===== config.mk =====
export PLATFORM = sky130hd
export DESIGN_NAME = ps2_kbmat_flat
export DESIGN_NICKNAME = d
export VERILOG_FILES = /design/src/rtl/ps2_kbmat_pkg.sv /design/src/rtl/ps2_kbmat_if.sv /design/src/rtl/ps2_kbmat_keymap.sv /design/src/rtl/ps2_kbmat.sv /design/src/flat_wrapper.sv
export SDC_FILE = /design/constraint.sdc
export NUM_CORES = 1
export LEC_CHECK = 0
export ABC_AREA = 1
export BUFFER_PORTS_ARGS = -buffer_cell sky130_fd_sc_hd__buf_4
export CAP_MARGIN = 20
export CORE_MARGIN = 1
export CORE_UTILIZATION = 58
export DETAILED_ROUTE_END_ITERATION = 10
export GPL_ROUTABILITY_DRIVEN = 0
export PLACE_DENSITY = 0.86
export RECOVER_POWER = 100
export SLEW_MARGIN = 40
export SYNTH_ARGS = -nofsm -noshare
export SYNTH_HDL_FRONTEND = slang
export SYNTH_SLANG_ARGS = --single-unit

===== constraint.sdc =====
create_clock -name mck -period 2 [get_ports mck]
set_input_delay 0 -clock mck [delete_from_list [all_inputs] [get_ports mck]]
set_output_delay 0 -clock mck [all_outputs]
set_load 0.01 [all_outputs]

===== src/rtl/ps2_kbmat_pkg.sv =====
// rtl/ps2_kbmat_pkg.sv - shared types, prefix codes and key map for the PS/2 matrix front end
package ps2_pkg;

  typedef enum logic [1:0] {F_IDLE, F_DATA, F_PAR, F_STOP} frame_state_t;
  typedef enum logic [2:0] {D_NORM, D_BRK, D_EXT, D_EXTBRK, D_SKIP} dec_state_t;

  localparam logic [7:0] PFX_E0 = 8'hE0;
  localparam logic [7:0] PFX_E1 = 8'hE1;
  localparam logic [7:0] PFX_F0 = 8'hF0;
  localparam logic [7:0] PFX_AA = 8'hAA;
  localparam logic [7:0] PFX_FA = 8'hFA;
  localparam logic [7:0] PFX_FE = 8'hFE;
  localparam logic [7:0] PFX_00 = 8'h00;
  localparam logic [7:0] PFX_FF = 8'hFF;

  localparam logic [2:0] SKIP_LEN = 3'd7;

  typedef struct packed {
    logic       ext;
    logic [7:0] code;
    logic [5:0] idx;
  } key_ent_t;

  localparam int KEY_N = 12;

  // Matrix index is row*8+col of the Z88 keyboard
  localparam key_ent_t [KEY_N-1:0] KEY_MAP = {
    {1'b0, 8'h5A, 6'd6},
    {1'b0, 8'h76, 6'd61},
    {1'b0, 8'h12, 6'd54},
    {1'b0, 8'h59, 6'd63},
    {1'b0, 8'h1C, 6'd45},
    {1'b0, 8'h29, 6'd46},
    {1'b0, 8'h66, 6'd7},
    {1'b0, 8'h0D, 6'd60},
    {1'b1, 8'h75, 6'd11},
    {1'b1, 8'h72, 6'd10},
    {1'b1, 8'h6B, 6'd12},
    {1'b1, 8'h74, 6'd13}
  };

endpackage


===== src/rtl/ps2_kbmat_if.sv =====
// rtl/ps2_kbmat_if.sv - PS/2 pins and key matrix outputs
interface ps2_kbmat_if;
  logic        ps2_clk;
  logic        ps2_dat;
  logic [63:0] kbmat;
  logic        kbact;
  logic        kb_err;

  modport master (output ps2_clk, ps2_dat, input kbmat, kbact, kb_err);
  modport slave  (input ps2_clk, ps2_dat, output kbmat, kbact, kb_err);
endinterface


===== src/rtl/ps2_kbmat_keymap.sv =====
// rtl/ps2_kbmat_keymap.sv - combinational scan code to matrix index lookup
module ps2_keymap
  import ps2_pkg::*;
(
  input  logic       ext,
  input  logic [7:0] code,
  output logic       hit,
  output logic [5:0] idx
);

  always_comb begin
    hit = 1'b0;
    idx = 6'd0;
    for (int i = 0; i < KEY_N; i++) begin
      if (KEY_MAP[i].ext == ext && KEY_MAP[i].code == code) begin
        hit = 1'b1;
        idx = KEY_MAP[i].idx;
      end
    end
  end

endmodule


===== src/rtl/ps2_kbmat.sv =====
// rtl/ps2_kbmat.sv - PS/2 receiver and set-2 decoder driving the 64-bit key matrix
module ps2_kbmat
  import ps2_pkg::*;
#(
  parameter logic [15:0] TIMEOUT = 16'd9830,
  parameter int          FILT    = 3
) (
  input  logic          mck,
  input  logic          rin_n,
  ps2_kbmat_if.slave    bus
);

  localparam int FW = (FILT > 1) ? $clog2(FILT + 1) : 1;

  logic          clk_s1, clk_s2, dat_s1, dat_s2;
  logic          filt;
  logic [FW-1:0] fcnt;
  logic          fall;

  frame_state_t  fst;
  logic [2:0]    bcnt;
  logic [7:0]    sh;
  logic          par;
  logic [15:0]   tcnt;
  logic          byte_vld;
  logic [7:0]    byte_q;
  logic          err;

  dec_state_t    dst;
  logic [2:0]    skip;
  logic [63:0]   mat;
  logic          act;

  logic          ext;
  logic          hit;
  logic [5:0]    idx;

  // Synchronizer and clock glitch filter; lines idle high
  always_ff @(posedge mck) begin
    if (!rin_n) begin
      clk_s1 <= 1'b1;
      clk_s2 <= 1'b1;
      dat_s1 <= 1'b1;
      dat_s2 <= 1'b1;
      filt   <= 1'b1;
      fcnt   <= '0;
      fall   <= 1'b0;
    end else begin
      clk_s1 <= bus.ps2_clk;
      clk_s2 <= clk_s1;
      dat_s1 <= bus.ps2_dat;
      dat_s2 <= dat_s1;
      fall   <= (clk_s2 != filt) && (fcnt == FW'(FILT - 1)) && !clk_s2;
      if (clk_s2 == filt) begin
        fcnt <= '0;
      end else if (fcnt == FW'(FILT - 1)) begin
        filt <= clk_s2;
        fcnt <= '0;
      end else begin
        fcnt <= fcnt + 1'b1;
      end
    end
  end

  always_ff @(posedge mck) begin
    if (!rin_n) begin
      fst      <= F_IDLE;
      bcnt     <= 3'd0;
      sh       <= 8'd0;
      par      <= 1'b0;
      tcnt     <= 16'd0;
      byte_vld <= 1'b0;
      byte_q   <= 8'd0;
      err      <= 1'b0;
    end else begin
      byte_vld <= 1'b0;
      err      <= 1'b0;
      if (fall) tcnt <= 16'd0;
      else if (tcnt != TIMEOUT) tcnt <= tcnt + 16'd1;

      if (fall) begin
        case (fst)
          F_IDLE: begin
            if (!dat_s2) begin
              fst  <= F_DATA;
              bcnt <= 3'd0;
            end
          end
          F_DATA: begin
            sh <= {dat_s2, sh[7:1]};
            if (bcnt == 3'd7) fst <= F_PAR;
            else bcnt <= bcnt + 3'd1;
          end
          F_PAR: begin
            par <= dat_s2;
            fst <= F_STOP;
          end
          default: begin
            if (dat_s2 && (^{par, sh})) begin
              byte_vld <= 1'b1;
              byte_q   <= sh;
            end else begin
              err <= 1'b1;
            end
            fst  <= F_IDLE;
            bcnt <= 3'd0;
          end
        endcase
      end else if (fst != F_IDLE && tcnt == TIMEOUT) begin
        fst  <= F_IDLE;
        bcnt <= 3'd0;
        err  <= 1'b1;
      end
    end
  end

  assign ext = (dst == D_EXT) || (dst == D_EXTBRK);

  ps2_keymap u_keymap (
    .ext  (ext),
    .code (byte_q),
    .hit  (hit),
    .idx  (idx)
  );

  always_ff @(posedge mck) begin
    if (!rin_n) begin
      dst  <= D_NORM;
      skip <= 3'd0;
      mat  <= 64'd0;
      act  <= 1'b0;
    end else begin
      act <= |mat;
      if (byte_vld) begin
        case (dst)
          D_NORM: begin
            case (byte_q)
              PFX_E0: dst <= D_EXT;
              PFX_F0: dst <= D_BRK;
              PFX_E1: begin
                dst  <= D_SKIP;
                skip <= SKIP_LEN;
              end
              PFX_00, PFX_FF: mat <= 64'd0;
              PFX_AA, PFX_FA, PFX_FE: ;
              default: if (hit) mat[idx] <= 1'b1;
            endcase
          end
          D_BRK: begin
            if (hit) mat[idx] <= 1'b0;
            dst <= D_NORM;
          end
          D_EXT: begin
            if (byte_q == PFX_F0) begin
              dst <= D_EXTBRK;
            end else begin
              if (hit) mat[idx] <= 1'b1;
              dst <= D_NORM;
            end
          end
          D_EXTBRK: begin
            if (hit) mat[idx] <= 1'b0;
            dst <= D_NORM;
          end
          default: begin
            skip <= skip - 3'd1;
            if (skip == 3'd1) dst <= D_NORM;
          end
        endcase
      end
    end
  end

  assign bus.kbmat  = mat;
  assign bus.kbact  = act;
  assign bus.kb_err = err;

endmodule


===== src/flat_wrapper.sv =====
// flat-port wrapper written by rule: the top's interface ports become plain ports
module ps2_kbmat_flat import ps2_pkg::*;
#(
  parameter logic [15:0] TIMEOUT = 16'd9830,
  parameter int          FILT    = 3
)
  (mck, rin_n, bus_ps2_clk, bus_ps2_dat, bus_kbmat, bus_kbact, bus_kb_err);
  ps2_kbmat_if bus_i ();
  input  logic mck;
  input  logic rin_n;
  input wire logic [$bits(bus_i.ps2_clk)-1:0] bus_ps2_clk;
  input wire logic [$bits(bus_i.ps2_dat)-1:0] bus_ps2_dat;
  output wire logic [$bits(bus_i.kbmat)-1:0] bus_kbmat;
  output wire logic [$bits(bus_i.kbact)-1:0] bus_kbact;
  output wire logic [$bits(bus_i.kb_err)-1:0] bus_kb_err;
  assign bus_i.ps2_clk = bus_ps2_clk;
  assign bus_i.ps2_dat = bus_ps2_dat;
  assign bus_kbmat = bus_i.kbmat;
  assign bus_kbact = bus_i.kbact;
  assign bus_kb_err = bus_i.kb_err;
  ps2_kbmat #(.TIMEOUT(TIMEOUT), .FILT(FILT)) u_core (.mck(mck), .rin_n(rin_n), .bus(bus_i));
endmodule

==> results.txt, run 1 <==
----------------------------------------------------
[Clock tree]
  Number of H-tree levels ... 4
  Max Root-Sink Buffers ... 2
  Number of buffers added by the clock tree synthesis step ... 17
  Buffer cell driving the clock tree root ... sky130_fd_sc_hd__clkbuf_8
  Clock sink count ... 119
  TritonCTS clock tree ... done
  Worst-skew pair later-pin latency ... 0.53 ns
  CTS clock-pin slew for the worst setup and hold paths ... 0.06 ns

[Critical path]
  Worst-path maximum fanout ... 13
  Highest-delay cell along the critical path ... sky130_fd_sc_hd__dfxtp_1
  Type of element launching the critical path ... flip-flop
  Most frequent cell on the critical path ... sky130_fd_sc_hd__nand2_1
  Kind of end point of the critical path ... flip-flop
  Number of buffer and inverter instances along the worst setup path ... 3
  CP top delay family ... simple AND/OR/NAND/NOR gates
  Worst Setup Path Type ... reg -> reg
  Required time of the critical path ... 2.42 ns
  Worst EP arrival ... 2.47 ns
  Critical path cell sequence ... nand2_1, nor2_4, nor3b_2, nor3_1, nor2_1, nand4_1, buf_6, clkbuf_16, nand2_1, inv_2
  Slowest stage delay, CP ... 0.39 ns

[Floorplan]
  Vertical die dimension ... 100 microns
  Die Area ... 0.0101 sq mm
  # rows ... 35
  Initial Utilization ... 0.603
  # IOs ... 70
  Die Span X ... 100 microns
  Core area ... 0.00933 sq mm

[Logic synthesis]
  Mean instance size in the synthesized netlist ... 6.67 sq um
  Yosys reg bits ... 119
  Yosys cell types ... 31
  Share of the yosys chip area belonging to registers ... 0.423
  Predominant post-synthesis flop cell ... sky130_fd_sc_hd__dfxtp_1
  Cells after Synth ... 843
  Number of synthesized flops with an enable pin ... 0
  Synth async-reset ratio ... 0
  Number of synthesis warnings ... 0
  Number of nets in the synthesized netlist ... 858
  Cell area after synthesis ... 0.00563 sq mm

[Finish]
  Number of nets in the finished design ... 948
  Final cell count without fillers ... 1,075
  Fillers ... 711
  Layout cells sized above 1 ... 0.146
  Antenna diode count ... 0
  Multi-input gate area in the final layout ... 0.00265 sq mm
  Reg area ... 0.00240 sq mm
  Area growth from synthesis to layout ... 23.8%

[Timing]
  Clock tree skew after final layout ... 0.00892 ns
  Slew of the pin with the lowest slew margin ... 1.32 ns
  Peak Freq ... 490 MHz
  Time the worst path needs with I/O delays and setup ... 2.04 ns
  Worst hold slack after final layout ... 0.219 ns
  Share of the clock period used by the worst path after layout ... 1.02
  Worst rel slew slack ... 0.119
  Setup slack of the critical path after layout ... -0.0422 ns
  Final number of max-transition violations ... 0
  Finish-stage setup viols ... 31
  Final hold vios ... 0

[Global route]
  Grt total ovfl ... 0
  Antenna violations before repair ... 0
  Largest net degree at the start of global routing ... 63
  First-pass GRT wire length ... 22,100 microns
  Aggregate global-route resource usage ... 0.274
  Number of global-route vias before repair ... 4,997

[Run status]
  Violated checks ... setup timing
  Status ... finished with violations

[Detailed routing]
  Total iterations of the first detailed-routing run ... 6
  Mean routed wirelength per cell ... 13.5 microns
  Overall routed net length ... 14,500 microns
  Routed vias/inst ... 5.27
  Post-route DRC violation count ... 0
  Total number of vias ... 5,670
  Number of antenna-violating nets in the routed design ... 0
  Initial DRC count ... 380

[Place]
  Hpwl dp ... 8570 microns
  Input/output buffers ... 69
  Total instance count after detailed placement ... 1,030
  Post-Place Worst Slack ... 0.0879 ns

[Power and ir drop]
  LEAKAGE ... 3.55 nW
  Power per cell area ... 768 mW/mm^2
  Total power ... 5.35 mW
  Max IR drop VDD ... 571 uV

[Hold path]
  Kind of path behind the tightest hold check ... in -> reg

[Job]
  Number of max-cap violations ... 0

----------------------------------------------------
-- cell usage after synthesis, drive strengths merged, types with 2 or more instances --
master | number | area, sq um
nand4 | 21 | 138
xor2 | 3 | 26.3
clkbuf | 15 | 56.3
nand3 | 85 | 425
nand2 | 207 | 780
a21oi | 45 | 229
a211oi | 3 | 22.5
buf | 12 | 55.1
a221oi | 2 | 17.5
ha | 11 | 138
nor4 | 16 | 100
a31oi | 4 | 25.0
nor2 | 75 | 282
o21ai | 20 | 100
inv | 175 | 657
xnor2 | 4 | 35.0
nor3 | 12 | 60.1
o21a | 2 | 15.0
dfxtp | 119 | 2380
or2 | 6 | 37.5
-- flip-flops by register name, indices dropped and copies added (netlist names), 2 cells and up --
signal and count:
u_core.bus.kbmat 64, u_core.byte_q 8, u_core.skip 3, u_core.fcnt 2, u_core.tcnt 16, u_core.sh 8
u_core.fst 2, u_core.bcnt 3, u_core.dst 3
-- layer usage --
| layer | vias to the layer above | GRT usage | wire (microns) |
|---|---|---|---|
| li1 | 2829 | - | - |
| met3 | 47 | 0.0784 | 1050 |
| met2 | 221 | 0.453 | 6960 |
| met4 | 0 | 0.107 | 442 |
| met1 | 2573 | 0.338 | 6090 |
| met5 | - | 0 | 0 |
-- worst paths after layout --
check | to | cells past startpoint | from | slack, ns
setup / recovery | u_core.bus.kbmat[56]$_SDFFE_PN0P_ | 10 | u_core.byte_q[7]$_SDFFE_PN0P_ | -0.04
hold / removal | u_core.clk_s1$_SDFF_PN1_ | 3 | bus_ps2_clk | 0.22
setup reg to reg | u_core.bus.kbmat[56]$_SDFFE_PN0P_ | 10 | u_core.byte_q[7]$_SDFFE_PN0P_ | -0.04
hold reg to reg | u_core.fcnt[0]$_SDFF_PP0_ | 1 | u_core.fcnt[0]$_SDFF_PP0_ | 0.42
-- logic make-up after synthesis --
family	Yosys count	share of synthesized area
buffers and inverters	203	0.137
flip-flops	119	0.423
AND/OR/NAND/NOR	424	0.327
adder cells (fa/ha/maj)	11	0.0245
AO/OA/AOI/OAI	79	0.0772
XOR/XNOR	7	0.0109
-- where the power goes --
group | total (mW) | switching, mW | internal [mW]
clock network | 2.88 | 1.28 | 1.60
registers | 2.39 | 0.0101 | 2.38
logic | 0.0786 | 0.0547 | 0.0239
total | 5.35 | 1.35 | 4.00
-- cell type report --
class | count | area share
Multi-Input combinational cell | 521 | 0.380
Timing Repair Buffer | 98 | 0.0761
Tap cell | 129 | 0.0232
Clock inverter | 15 | 0.0217
Clock buffer | 17 | 0.0594
Sequential cell | 119 | 0.345
Inverter | 176 | 0.0952
-- stage by stage --
stage          area, sq um   util  TNS, ns
6_report              6970  0.747   -0.480
5_1_grt               6970  0.747    -4.61
4_1_cts               6920  0.742        0
3_5_place_dp          6330  0.678        0
3_3_place_gp          6330  0.678        0
2_1_floorplan         5630      -        0
-- worst reg2reg max path: stages (launching register included) --
cell                        delay [ns]
sky130_fd_sc_hd__dfxtp_1          0.39
sky130_fd_sc_hd__nand2_1          0.14
sky130_fd_sc_hd__nor2_4           0.16
sky130_fd_sc_hd__nor3b_2          0.24
sky130_fd_sc_hd__nor3_1           0.07
sky130_fd_sc_hd__nor2_1           0.19
sky130_fd_sc_hd__nand4_1          0.25
sky130_fd_sc_hd__buf_6            0.22
sky130_fd_sc_hd__clkbuf_16        0.17
sky130_fd_sc_hd__nand2_1          0.09
sky130_fd_sc_hd__inv_2            0.03
-- placed cells by master, fill, tap and decap left out, types with 10 or more instances in the layout --
master | netlist | routed
sky130_fd_sc_hd__inv_1 | 149 | 148
sky130_fd_sc_hd__nor2_2 | 0 | 11
sky130_fd_sc_hd__dfxtp_1 | 119 | 110
sky130_fd_sc_hd__nand3_2 | 0 | 10
sky130_fd_sc_hd__nand2_1 | 206 | 199
sky130_fd_sc_hd__clkbuf_1 | 15 | 70
sky130_fd_sc_hd__clkbuf_16 | 0 | 18
sky130_fd_sc_hd__inv_2 | 26 | 26
sky130_fd_sc_hd__buf_4 | 0 | 18
sky130_fd_sc_hd__o21ai_0 | 20 | 20
sky130_fd_sc_hd__ha_1 | 11 | 11
sky130_fd_sc_hd__a21oi_1 | 44 | 44
sky130_fd_sc_hd__nor4_1 | 16 | 16
sky130_fd_sc_hd__nand3_1 | 85 | 75
sky130_fd_sc_hd__nand4_1 | 20 | 20
sky130_fd_sc_hd__nor2_1 | 75 | 57
sky130_fd_sc_hd__nor3_1 | 12 | 12
-- timing repair --
action | 4_1_cts | 5_1_grt
buffers inserted | 0 | 7
hold endpoints to repair | 14 | 0
gates resized for setup | 0 | 61
setup endpoints to repair | 0 | 69
hold buffers | 3 | 0
No activity file was read; power rests on OpenSTA's default activity.
==> inputs of run 2 (changes only) <==
--- a/config.mk
+++ b/config.mk
@@ -12,7 +12,7 @@
 export CORE_UTILIZATION = 58
 export DETAILED_ROUTE_END_ITERATION = 10
 export GPL_ROUTABILITY_DRIVEN = 0
-export PLACE_DENSITY = 0.86
+export PLACE_DENSITY = 0.91
 export RECOVER_POWER = 100
 export SLEW_MARGIN = 40
 export SYNTH_ARGS = -nofsm -noshare
==> run 2 against run 1 <==
Net effect:
- the flow still finishes with violations (setup timing)
- largest cell class unchanged
- flip-flop and latch count stayed put
- die area stayed put
- total power grew 7.7%
==> results.txt, run 2 (synthesis results as in run 1) <==
----------------------------------------------------
[Critical path]
  Critical path cell sequence ... inv_1, nor2_2, inv_1, nor2_2, nand3_1, nand2_1, nor2_2, nand4_4, nand4_1, buf_4, buf_12, nand2_1, inv_2 (was nand2_1, nor2_4, nor3b_2, nor3_1, nor2_1, nand4_1, buf_6, clkbuf_16, nand2_1, inv_2)
  Highest-delay cell along the critical path ... sky130_fd_sc_hd__dfxtp_2 (was sky130_fd_sc_hd__dfxtp_1)
  Number of buffer and inverter instances along the worst setup path ... 5 (was 3)
  Most frequent cell on the critical path ... sky130_fd_sc_hd__nor2_2 (was sky130_fd_sc_hd__nand2_1)
  CP top delay family ... simple AND/OR/NAND/NOR gates (unchanged)
  Worst-path maximum fanout ... 26 (was 13)
  Slowest stage delay, CP ... 0.37 ns (was 0.39 ns)
  Worst EP arrival ... 2.41 ns (was 2.47 ns)
  Required time of the critical path ... 2.41 ns (was 2.42 ns)
  Worst Setup Path Type ... reg -> reg (unchanged)
  Kind of end point of the critical path ... flip-flop (unchanged)
  Type of element launching the critical path ... flip-flop (unchanged)

[Clock tree]
  Buffer cell driving the clock tree root ... sky130_fd_sc_hd__clkbuf_8 (unchanged)
  Number of H-tree levels ... 4 (unchanged)
  TritonCTS clock tree ... done (unchanged)
  Number of buffers added by the clock tree synthesis step ... 17 (unchanged)
  CTS clock-pin slew for the worst setup and hold paths ... 0.06 ns (about the same)
  Max Root-Sink Buffers ... 2 (unchanged)
  Worst-skew pair later-pin latency ... 0.52 ns (was 0.53 ns)
  Clock sink count ... 119 (unchanged)

[Detailed routing]
  Mean routed wirelength per cell ... 13.3 microns (was 13.5 microns)
  Total number of vias ... 5,630 (was 5,670)
  Post-route DRC violation count ... 0 (unchanged)
  Total iterations of the first detailed-routing run ... 5 (was 6)
  Number of antenna-violating nets in the routed design ... 0 (unchanged)
  Routed vias/inst ... 5.28 (was 5.27)
  Overall routed net length ... 14,200 microns (was 14,500 microns)
  Initial DRC count ... 350 (was 380)

[Timing]
  Slew of the pin with the lowest slew margin ... 0.596 ns (was 1.32 ns)
  Finish-stage setup viols ... 1 (was 31)
  Share of the clock period used by the worst path after layout ... 1.00 (was 1.02)
  Final number of max-transition violations ... 0 (unchanged)
  Worst rel slew slack ... 0.603 (was 0.119)
  Final total negative setup slack ... -0.000604 ns (was -0.480 ns)
  Final hold vios ... 0 (unchanged)
  Setup repair after global routing missed its margin ... true
  Time the worst path needs with I/O delays and setup ... 2.00 ns (was 2.04 ns)
  Peak Freq ... 500 MHz (was 490 MHz)
  Setup slack of the critical path after layout ... -0.000604 ns (was -0.0422 ns)
  Worst hold slack after final layout ... 0.217 ns (was 0.219 ns)
  Clock tree skew after final layout ... 0.0120 ns (was 0.00892 ns)

[Finish]
  Commonest cells after routing, fill and taps aside ... 205 x sky130_fd_sc_hd__nand2_1, 149 x sky130_fd_sc_hd__inv_1, 114 x sky130_fd_sc_hd__dfxtp_1, 80 x sky130_fd_sc_hd__nand3_1, 69 x sky130_fd_sc_hd__clkbuf_1 (was 199 x sky130_fd_sc_hd__nand2_1, 148 x sky130_fd_sc_hd__inv_1, 110 x sky130_fd_sc_hd__dfxtp_1, 75 x sky130_fd_sc_hd__nand3_1, 70 x sky130_fd_sc_hd__clkbuf_1)
  Largest register FFs ... 64 (unchanged)
  Layout cells sized above 1 ... 0.118 (was 0.146)
  Final cell count without fillers ... 1,067 (was 1,075)
  Antenna diode count ... 0 (unchanged)
  Number of nets in the finished design ... 940 (was 948)
  Area growth from synthesis to layout ... 22.1% (was 23.8%)
  Most frequent standard cell in the layout excluding fill and tap cells ... sky130_fd_sc_hd__nand2_1 (unchanged)

[Global route]
  Aggregate global-route resource usage ... 0.286 (was 0.274)
  Number of global-route vias before repair ... 5,230 (was 4,997)
  First-pass GRT wire length ... 23,000 microns (was 22,100 microns)
  Grt total ovfl ... 0 (unchanged)
  Largest net degree at the start of global routing ... 53 (was 63)
  Antenna violations before repair ... 0 (unchanged)

[Place]
  Input/output buffers ... 69 (unchanged)
  Hpwl dp ... 8640 microns (was 8570 microns)
  Total instance count after detailed placement ... 1,028 (was 1,030)
  Post-Place Worst Slack ... 0.0874 ns (was 0.0879 ns)

[Floorplan]
  Vertical die dimension ... 100 microns (unchanged)
  Core area ... 0.00933 sq mm (unchanged)
  Die Area ... 0.0101 sq mm (unchanged)
  # IOs ... 70 (unchanged)
  # rows ... 35 (unchanged)
  Initial Utilization ... 0.603 (unchanged)
  Die Span X ... 100 microns (unchanged)

[Run status]
  Violated checks ... setup timing (unchanged)
  Status ... finished with violations (unchanged)

[Job]
  Number of max-cap violations ... 0 (unchanged)

[Power and ir drop]
  Total power ... 5.76 mW (was 5.35 mW)
  LEAKAGE ... 3.56 nW (was 3.55 nW)
  Max IR drop VDD ... 575 uV (was 571 uV)
  Power per cell area ... 838 mW/mm^2 (was 768 mW/mm^2)

[Hold path]
  Kind of path behind the tightest hold check ... in -> reg (unchanged)

----------------------------------------------------
-- run 2: cell type report --
class,count,area [sq um]
clock inverters,14,211
multi-input cells,521,2570
flip-flops and latches,119,2390
clock buffers,18,428
fillers,735,2460
well taps,129,161
repair buffers,90,452
inverters,176,661
-- run 2: final timing paths --
kind	from	end	slack [ns]	cells after the start
setup / recovery	u_core.byte_q[0]$_SDFFE_PN0P_	u_core.bus.kbmat[53]$_SDFFE_PN0P_	-0.0006	13
hold / removal	bus_ps2_dat	u_core.dat_s1$_SDFF_PN1_	0.22	3
setup reg to reg	u_core.byte_q[0]$_SDFFE_PN0P_	u_core.bus.kbmat[53]$_SDFFE_PN0P_	-0.0006	13
hold reg to reg	u_core.fcnt[0]$_SDFF_PP0_	u_core.fcnt[0]$_SDFF_PP0_	0.41	1
-- run 2: through the flow --
step / instance area [sq um] / utilization
after floorplan: 5630 / -
after global placement: 6310 / 0.677
after detailed placement: 6310 / 0.677
after CTS: 6980 / 0.748
after global routing: 6870 / 0.736
final: 6870 / 0.736
-- run 2: timing repair --
action	in CTS	in global routing
hold endpoints to repair	24	0
gates resized for setup	0	29
hold buffers	3	0
buffers inserted	0	3
endpoints found under the setup margin	0	65
-- run 2: where the power goes --
part	internal [mW]	total, mW	switching, mW
registers	2.38	2.39	0.0117
clock network	2.10	3.29	1.19
logic	0.0251	0.0799	0.0548
total	4.50	5.76	1.25
-- run 2: metal layers --
metal	global-route usage	vias up	wire length, microns
met3	0.0721	59	878
met1	0.339	2560	5890
met2	0.494	208	6940
li1	-	2803	-
met5	0	-	0
met4	0.119	0	525
-- run 2: worst register-to-register path: cells and delay by family (launching register included) --
family                 cells  cell delay [ns]
buffers and inverters      5             0.58
and+or+nand+nor            8             0.96
DFF                        1             0.37
==> inputs of run 3 (changes only) <==
--- a/config.mk
+++ b/config.mk
@@ -8,6 +8,7 @@
 export ABC_AREA = 1
 export BUFFER_PORTS_ARGS = -buffer_cell sky130_fd_sc_hd__buf_4
 export CAP_MARGIN = 20
+export CORE_ASPECT_RATIO = 1.25
 export CORE_MARGIN = 1
 export CORE_UTILIZATION = 58
 export DETAILED_ROUTE_END_ITERATION = 10
==> run 3 against run 2 <==
Net effect:
- the flow still finishes with violations (setup timing)
- clock skew shrank 0.0024 ns
- flip-flop and latch count is the same
- final area shrank 0.82%
- worst setup slack lost 0.084 ns
- routed wire length grew 2.6%
- first-iteration DRC count grew 55%
- non-clock buffer count grew 2
- via count grew 1.1%
- critical path depth shrank 3
==> results.txt, run 3 (synthesis results as in run 1) <==
----------------------------------------------------
[Detailed routing]
  Mean routed wirelength per cell ... 13.7 microns (was 13.3 microns)
  Initial DRC count ... 544 (was 350)
  Total number of vias ... 5,690 (was 5,630)
  Overall routed net length ... 14,600 microns (was 14,200 microns)
  Routed vias/inst ... 5.35 (was 5.28)
  Number of antenna-violating nets in the routed design ... 0 (unchanged)
  Post-route DRC violation count ... 0 (unchanged)
  Total iterations of the first detailed-routing run ... 5 (unchanged)

[Power and ir drop]
  Fraction of power spent switching nets ... 0.229 (was 0.218)
  Power per cell area ... 782 mW/mm^2 (was 838 mW/mm^2)
  Combinational share of power ... 0.015 (was 0.014)
  Internal power ... 4.11 mW (was 4.50 mW)
  Proportion of power drawn by flip-flops and latches ... 0.449 (was 0.415)
  LEAKAGE ... 3.50 nW (was 3.56 nW)
  Max IR drop VDD ... 674 uV (was 575 uV)
  Fraction of power consumed by the clock network ... 0.536 (was 0.571)
  Switch Pwr ... 1.22 mW (was 1.25 mW)

[Clock tree]
  Number of buffers added by the clock tree synthesis step ... 17 (unchanged)
  Buffer cell driving the clock tree root ... sky130_fd_sc_hd__clkbuf_16 (was sky130_fd_sc_hd__clkbuf_8)
  TritonCTS clock tree ... done (unchanged)
  Worst-skew pair later-pin latency ... 0.42 ns (was 0.52 ns)
  Number of H-tree levels ... 4 (unchanged)
  CTS clock-pin slew for the worst setup and hold paths ... 0.06 ns (about the same)
  Max Root-Sink Buffers ... 2 (unchanged)
  Clock sink count ... 119 (unchanged)

[Finish]
  Layout cells sized above 1 ... 0.129 (was 0.118)
  Commonest cells after routing, fill and taps aside ... 203 x sky130_fd_sc_hd__nand2_1, 148 x sky130_fd_sc_hd__inv_1, 111 x sky130_fd_sc_hd__dfxtp_1, 79 x sky130_fd_sc_hd__nand3_1, 69 x sky130_fd_sc_hd__clkbuf_1 (was 205 x sky130_fd_sc_hd__nand2_1, 149 x sky130_fd_sc_hd__inv_1, 114 x sky130_fd_sc_hd__dfxtp_1, 80 x sky130_fd_sc_hd__nand3_1, 69 x sky130_fd_sc_hd__clkbuf_1)
  Area growth from synthesis to layout ... 21.1% (was 22.1%)
  Fillers ... 729 (was 735)
  Most frequent standard cell in the layout excluding fill and tap cells ... sky130_fd_sc_hd__nand2_1 (unchanged)
  Number of nets in the finished design ... 942 (was 940)
  Antenna diode count ... 0 (unchanged)
  Largest register FFs ... 64 (unchanged)
  Post-Layout Inst Area ... 0.00681 sq mm (was 0.00687 sq mm)

[Timing]
  Peak Freq ... 480 MHz (was 500 MHz)
  Share of the clock period used by the worst path after layout ... 1.04 (was 1.00)
  Slew of the pin with the lowest slew margin ... 0.673 ns (was 0.596 ns)
  Setup slack of the critical path after layout ... -0.0849 ns (was -0.000604 ns)
  Worst rel slew slack ... 0.551 (was 0.603)
  Finish-stage setup viols ... 25 (was 1)
  Final hold vios ... 0 (unchanged)
  Clock tree skew after final layout ... 0.00965 ns (was 0.0120 ns)
  Final total negative setup slack ... -1.69 ns (was -0.000604 ns)
  Time the worst path needs with I/O delays and setup ... 2.08 ns (was 2.00 ns)
  Final number of max-transition violations ... 0 (unchanged)

[Floorplan]
  Die Area ... 0.0101 sq mm (about the same)
  Vertical die dimension ... 112 microns (was 100 microns)
  # IOs ... 70 (unchanged)
  # rows ... 39 (was 35)
  Initial Utilization ... 0.607 (was 0.603)
  Core area ... 0.00927 sq mm (was 0.00933 sq mm)
  Die Span X ... 90.1 microns (was 100 microns)

[Place]
  Input/output buffers ... 69 (unchanged)
  Hpwl dp ... 8570 microns (was 8640 microns)
  Placed instance area ... 0.00630 sq mm (was 0.00631 sq mm)

[Global route]
  Aggregate global-route resource usage ... 0.280 (was 0.286)
  Grt total ovfl ... 0 (unchanged)
  First-pass GRT wire length ... 23,000 microns (about the same)
  Largest net degree at the start of global routing ... 64 (was 53)
  Number of global-route vias before repair ... 5,190 (was 5,230)
  Antenna violations before repair ... 0 (unchanged)

[Critical path]
  Type of element launching the critical path ... flip-flop (unchanged)
  Worst EP arrival ... 2.40 ns (was 2.41 ns)
  Kind of end point of the critical path ... flip-flop (unchanged)
  Required time of the critical path ... 2.32 ns (was 2.41 ns)
  Worst-path maximum fanout ... 13 (was 26)
  Worst Setup Path Type ... reg -> reg (unchanged)

[Hold path]
  Kind of path behind the tightest hold check ... in -> reg (unchanged)

[Run status]
  Status ... finished with violations (unchanged)
  Violated checks ... setup timing (unchanged)

[Job]
  Number of max-cap violations ... 0 (unchanged)

----------------------------------------------------
-- run 3: area by class of cell --
cell class	count	area (sq um)	area share
clock buffers	17	425	0.0624
clock inverters	15	133	0.0195
inverters	176	661	0.0970
multi-input cells	521	2580	0.379
flip-flops and latches	119	2390	0.352
well taps	123	154	0.0226
repair buffers	92	463	0.0680
-- run 3: final timing paths --
| kind | from | to | slack (ns) | cells past startpoint |
|---|---|---|---|---|
| max reg2reg | u_core.byte_q[1]$_SDFFE_PN0P_ | u_core.bus.kbmat[19]$_SDFFE_PN0P_ | -0.08 | 10 |
| min reg2reg | u_core.fcnt[0]$_SDFF_PP0_ | u_core.fcnt[0]$_SDFF_PP0_ | 0.41 | 1 |
| min | bus_ps2_dat | u_core.dat_s1$_SDFF_PN1_ | 0.32 | 3 |
| max | u_core.byte_q[1]$_SDFFE_PN0P_ | u_core.bus.kbmat[19]$_SDFFE_PN0P_ | -0.08 | 10 |
-- run 3: per-layer routing --
| metal | GRT usage | share of wire | vias up | wire length, microns |
|---|---|---|---|---|
| met4 | 0.134 | 0.034 | 0 | 501 |
| li1 | - | - | 2810 | - |
| met3 | 0.0854 | 0.059 | 59 | 863 |
| met5 | 0 | 0 | - | 0 |
| met1 | 0.309 | 0.41 | 2584 | 6040 |
| met2 | 0.488 | 0.49 | 237 | 7190 |
-- run 3: repair_timing --
item	CTS	global route
hold endpoints to repair	13	0
setup endpoints to repair	0	66
hold buffers	3	0
gates resized for setup	0	39
buffers inserted	0	5
-- run 3: critical path, cell delays in order, from the launching register on --
cell and delay (ns):
sky130_fd_sc_hd__dfxtp_4 0.38, sky130_fd_sc_hd__nor2_2 0.23, sky130_fd_sc_hd__nand2_1 0.11, sky130_fd_sc_hd__nor2_1 0.21, sky130_fd_sc_hd__nor3_1 0.10, sky130_fd_sc_hd__nor2_1 0.22
sky130_fd_sc_hd__nand4_1 0.22, sky130_fd_sc_hd__buf_4 0.22, sky130_fd_sc_hd__clkbuf_16 0.17, sky130_fd_sc_hd__nand2_1 0.06, sky130_fd_sc_hd__inv_1 0.04
-- run 3: through the flow --
stage	util	total power [mW]	setup WS (ns)	hold WS, ns	instances
6_report	0.735	5.33	-0.0849	0.320	1063
5_1_grt	0.735	5.46	-0.167	0.324	1063
4_1_cts	0.743	5.34	0.0379	0.303	1056
3_5_place_dp	0.679	2.52	0.0789	0.192	1021
3_3_place_gp	0.679	2.51	0.161	0.189	1021
2_1_floorplan	-	2.49	0.335	0.107	843
-- run 3: power by group through the flow --
stage	Combinational, mW	Sequential, mW	Clock [mW]
after detailed placement	0.0727	2.44	0
after global routing	0.0884	2.39	2.98
after floorplan	0.0557	2.44	0
after global placement	0.0711	2.44	0
after CTS	0.0791	2.39	2.87
final	0.0792	2.39	2.86
